--- src/rtl/regfile_mp.sv ---
// Multi-port register file: one write port, two registered read ports with
// write-to-read bypass, optional hardwired-zero entry 0, a sequential
// bulk-clear engine and a registered LED field taken from read port A.
module regfile_mp #(
    parameter int unsigned DATA_W   = 32,
    parameter int unsigned ADDR_W   = 5,
    parameter int unsigned LED_W    = 8,
    parameter int unsigned SEL_W    = 2,
    parameter bit          ZERO_REG = 1'b1
) (
    input  logic              Clk,
    input  logic              Reset,
    input  logic              Write_Reg,
    input  logic [ADDR_W-1:0] W_Addr,
    input  logic [DATA_W-1:0] W_Data,
    input  logic              Read_Reg,
    input  logic [ADDR_W-1:0] R_Addr_A,
    input  logic [ADDR_W-1:0] R_Addr_B,
    output logic [DATA_W-1:0] Rd_Data_A,
    output logic [DATA_W-1:0] Rd_Data_B,
    input  logic [SEL_W-1:0]  choose,
    output logic [LED_W-1:0]  LED,
    input  logic              Clear,
    output logic              Busy
);

    localparam int unsigned DEPTH  = 2 ** ADDR_W;
    localparam int unsigned IDX_W  = ADDR_W + 1;
    localparam int unsigned NFIELD = 2 ** SEL_W;

    // The LED field slicing only makes sense when the fields tile the word exactly.
    if (DATA_W != LED_W * NFIELD) begin : g_cfg_check
        $error("regfile_mp: DATA_W must equal LED_W * 2**SEL_W");
    end

    typedef enum logic {
        ST_IDLE  = 1'b0,
        ST_CLEAR = 1'b1
    } state_e;

    state_e             state_q, state_d;
    logic [IDX_W-1:0]   idx_q, idx_d;
    logic               busy_q, busy_d;
    logic               clr_en;
    logic               wr_eff;

    logic [DATA_W-1:0]  mem_q [DEPTH];
    logic [DATA_W-1:0]  rd_a_q, rd_a_d;
    logic [DATA_W-1:0]  rd_b_q, rd_b_d;
    logic [LED_W-1:0]   led_q, led_d;

    // Write is accepted only when idle and not aimed at a hardwired-zero entry 0.
    always_comb begin
        wr_eff = Write_Reg && (state_q == ST_IDLE)
                 && !(ZERO_REG && (W_Addr == '0));
    end

    // Clear FSM: next state, clear index and busy flag.
    always_comb begin
        state_d = state_q;
        idx_d   = idx_q;
        busy_d  = busy_q;
        clr_en  = 1'b0;
        case (state_q)
            ST_IDLE: begin
                if (Clear) begin
                    state_d = ST_CLEAR;
                    idx_d   = '0;
                    busy_d  = 1'b1;
                end
            end
            ST_CLEAR: begin
                clr_en = 1'b1;
                if (idx_q == IDX_W'(DEPTH - 1)) begin
                    state_d = ST_IDLE;
                    idx_d   = '0;
                    busy_d  = 1'b0;
                end else begin
                    idx_d = idx_q + IDX_W'(1);
                end
            end
            default: begin
                state_d = ST_IDLE;
                idx_d   = '0;
                busy_d  = 1'b0;
            end
        endcase
    end

    // FSM state register.
    always_ff @(posedge Clk) begin
        if (Reset) begin
            state_q <= ST_IDLE;
            idx_q   <= '0;
            busy_q  <= 1'b0;
        end else begin
            state_q <= state_d;
            idx_q   <= idx_d;
            busy_q  <= busy_d;
        end
    end

    // Storage array: reset, normal writes and clear-engine writes never overlap.
    always_ff @(posedge Clk) begin
        if (Reset) begin
            for (int unsigned i = 0; i < DEPTH; i++) begin
                mem_q[i] <= '0;
            end
        end else begin
            if (wr_eff) begin
                mem_q[W_Addr] <= W_Data;
            end
            if (clr_en) begin
                mem_q[idx_q[ADDR_W-1:0]] <= '0;
            end
        end
    end

    // Read ports: hold when not enabled, zero entry wins over bypass, bypass over array.
    always_comb begin
        rd_a_d = rd_a_q;
        rd_b_d = rd_b_q;
        if (Read_Reg) begin
            if (ZERO_REG && (R_Addr_A == '0)) begin
                rd_a_d = '0;
            end else if (wr_eff && (W_Addr == R_Addr_A)) begin
                rd_a_d = W_Data;
            end else begin
                rd_a_d = mem_q[R_Addr_A];
            end
            if (ZERO_REG && (R_Addr_B == '0)) begin
                rd_b_d = '0;
            end else if (wr_eff && (W_Addr == R_Addr_B)) begin
                rd_b_d = W_Data;
            end else begin
                rd_b_d = mem_q[R_Addr_B];
            end
        end
    end

    // LED field select from the registered port-A data.
    always_comb begin
        led_d = '0;
        for (int unsigned i = 0; i < NFIELD; i++) begin
            if (choose == SEL_W'(i)) begin
                led_d = rd_a_q[i*LED_W +: LED_W];
            end
        end
    end

    // Output registers.
    always_ff @(posedge Clk) begin
        if (Reset) begin
            rd_a_q <= '0;
            rd_b_q <= '0;
            led_q  <= '0;
        end else begin
            rd_a_q <= rd_a_d;
            rd_b_q <= rd_b_d;
            led_q  <= led_d;
        end
    end

    assign Rd_Data_A = rd_a_q;
    assign Rd_Data_B = rd_b_q;
    assign LED       = led_q;
    assign Busy      = busy_q;

endmodule
--- config.mk ---
export PLATFORM = sky130hd
export DESIGN_NAME = regfile_mp
export DESIGN_NICKNAME = d
export VERILOG_FILES = /design/src/rtl/regfile_mp.sv
export SDC_FILE = /design/constraint.sdc
export NUM_CORES = 2
export LEC_CHECK = 0
export CELL_PAD_IN_SITES_DETAIL_PLACEMENT = 1
export CELL_PAD_IN_SITES_GLOBAL_PLACEMENT = 1
export CORE_UTILIZATION = 41
export DETAILED_ROUTE_END_ITERATION = 16
export GPL_TIMING_DRIVEN = 0
export PLACE_DENSITY_LB_ADDON = 0.1
export SLEW_MARGIN = 15
export SYNTH_ARGS = -nofsm -noshare
export SYNTH_HDL_FRONTEND = slang
export SYNTH_SLANG_ARGS = --single-unit
export TNS_END_PERCENT = 5
--- constraint.sdc ---
create_clock -name Clk -period 11.71 [get_ports Clk]
set_clock_uncertainty 0.2 [all_clocks]
set_input_delay 2.342 -clock Clk [delete_from_list [all_inputs] [get_ports Clk]]
set_output_delay 2.342 -clock Clk [all_outputs]
set_load 0.1 [all_outputs]
==> metrics.txt <==
Die ar.=141000 µm²; number of synthesized flops with an enable pin=1024; TritonCTS clock tree=yes; vias=45500; top cell type's share of synthesized area=53.6%; Initial DRT Pass Iterations=6; crit start category=input pin; Worst-Margin Slew=1.33 ns; First DRT Iteration DRCs=6565; detailed placement HPWL=221000 µm; Setup crit start=R_Addr_A[3]; synth warn=0; Placed Cells incl. Taps=6412; final cycle utilization of the critical path=52.3%; Core ar.=138000 µm²; H-Tree Depth=4; top cells by area, synth=edfxtp_1, mux4_2, mux2i_1, nor3_1, a22oi_1; layout cells sized above 1=18.9%; pwr dens=156 nW/µm²; CP Class=in2reg; Internal=7.39 mW; min cycle time layout=6.13 ns; final setup TNS=0 ns; ys async rst share=0%; RSZ-0062 raised after global routing=no; Initial Util=41.5%; CTS sink cnt=1104; dpl cell area=62900 µm²; Hold Crit Start=Busy; ys flop type=edfxtp_1; CTS resizes=0; Core Rows=136; port buffer count=115; Rel. slew slack=11.2%; All-Layer GR Usage=40.3%; DR vias/cell=6.83; share of power burned in the clock network=40.2%; register bit total from synthesis=1104; final wirelength=287000 µm; # hold bufs at CTS=0; maximum vdd drop=137 µV; grt ovf=0; syn avg cell area=13.2 µm²; Post-route DRC=0; root buffer cell=clkbuf_16; status=finished, final reports clean; Routed Antenna Nets=0; initial antenna violation count=36; WP data arrival=6.58 ns; TritonCTS Buffers=133; clock-pin slew on the worst setup and hold paths=0.06 ns; latest clock arrival within the worst-skew pair=0.80 ns; metal2 WL=132000 µm; Avg WL per Cell=43.1 µm; Syn Inst Count=4341; crit path max fanout=10; Mapped Area=57400 µm²; sw power=3.08 mW; largest net degree at the start of global routing=21; Die Span Y=376 µm; Post-CTS Setup Inserts=0; cell taking the most area after synthesis=edfxtp_1; sequential share of the synthesized area=56.4%; most frequent cell after synthesis=edfxtp_1; Final Hold Fails=0; Worst R2R Setup Slack=7.53 ns; met3 wire length=29600 µm; reg2reg start=state_q; Crit. End Element=flip-flop; P&R area growth vs syn=17.0%; I/O pin total=127; Die Width=376 µm; fmax=163 MHz; required time worst endpoint=12.16 ns; first-pass GRT wire length=384000 µm; final setup vio count=0; Post-Layout Inst Area=67200 µm²; Hold WC Path Type=reg2reg; Flop pwr share=44.0%; Comb pwr share=15.8%; placer's final routability congestion estimate=1.03; Total Nets Final=4739; Net Sw Frac=29.4%; DRT met1 WL=105000 µm; max cap viols=0; Post-Layout Cell Count=6657; leak pwr=22.6 nW; highest metal used=met5; number of global-route vias before repair=45500; fin. max-slew vios=0; unique cell type count in the Yosys netlist=59; Longest Clk Path Bufs=3; synth cell count leaders=edfxtp_1, nor3_1, mux2i_1
cell families (layout without fill, tap and decap cells):
| family | Yosys count | count (layout) | synth area share (%) |
|---|---|---|---|
| buf+inv | 576 | 986 | 4.47 |
| xor+xnor | 10 | 10 | 0.153 |
| mux | 777 | 777 | 19.4 |
| simple gates | 1297 | 1297 | 11.9 |
| other cells | 1 | 44 | 0.00654 |
| compound gates | 575 | 575 | 7.62 |
| fa+ha+maj | 1 | 1 | 0.0218 |
| flops | 1104 | 1104 | 56.4 |
final cells by class:
cell class | count | area, µm²
diodes | 12 | 30.0
plain buffers | 569 | 2540
clock buffers | 192 | 3800
clock inverters | 41 | 450
fillers | 14000 | 71000
inverters | 7 | 26.3
multi-input cells | 2692 | 23100
flip-flops and latches | 1104 | 32400
well taps | 1863 | 2330
repair buffers | 177 | 2570
cell usage in the layout (no fill, tap or decap), types with 73 or more instances in the layout:
| cell type | netlist | routed |
|---|---|---|
| clkbuf_1 | 339 | 377 |
| clkdlybuf4s50_1 | 0 | 115 |
| mux2i_1 | 507 | 507 |
| dfxtp_1 | 80 | 80 |
| edfxtp_1 | 1024 | 1024 |
| o22ai_1 | 124 | 124 |
| a22oi_1 | 252 | 252 |
| buf_2 | 188 | 189 |
| nor3_1 | 993 | 993 |
| clkbuf_16 | 0 | 143 |
| and2_1 | 73 | 73 |
| mux4_2 | 268 | 268 |
registers in the layout, indices dropped and copies added (netlist names):
name	cells
Rd_Data_A	32
idx_q	6
state_q	1
LED	8
Rd_Data_B	32
Busy	1
mem_q	1024
critical path, cell delays in order:
cell and delay [ns]:
clkdlybuf4s50_1 0.72, clkbuf_1 0.79, nor4bb_1 0.33, clkbuf_1 0.81, clkbuf_1 0.77, a22oi_1 0.22
nand4_1 0.44, o31ai_1 0.13
layer usage:
metal / vias to the layer above / GRT usage (%)
li1: 18100 / -
met3: 704 / 10.4
met4: 22 / 24.6
met5: - / 0
met2: 2884 / 63.6
met1: 23800 / 49.6
worst paths after layout:
check	to	cells past startpoint
setup reg to reg	mem_q[3][14]	8
hold reg to reg	Busy	2
hold / removal	Busy	2
setup / recovery	Rd_Data_A[13]	8
through the flow:
step / util (%) / hold WS, ns / setup WS, ns / total power [mW]
floorplan: - / 0.252 / 5.16 / 5.50
global placement: 44.1 / 0.271 / 0.146 / 6.21
detailed placement: 45.5 / 0.282 / 5.10 / 6.28
CTS: 48.6 / 0.292 / 5.90 / 10.4
global route: 48.6 / 0.323 / 5.64 / 10.6
finish: 48.6 / 0.284 / 5.58 / 10.5
power groups by stage:
stage	Combinational [mW]	Clock, mW	Sequential (mW)
floorplan	0.700	0	4.80
global placement	1.51	0	4.70
detailed placement	1.60	0	4.68
CTS	1.60	4.20	4.60
global route	1.66	4.33	4.62
finish	1.65	4.21	4.61
No activity file was read; power rests on OpenSTA's default activity.
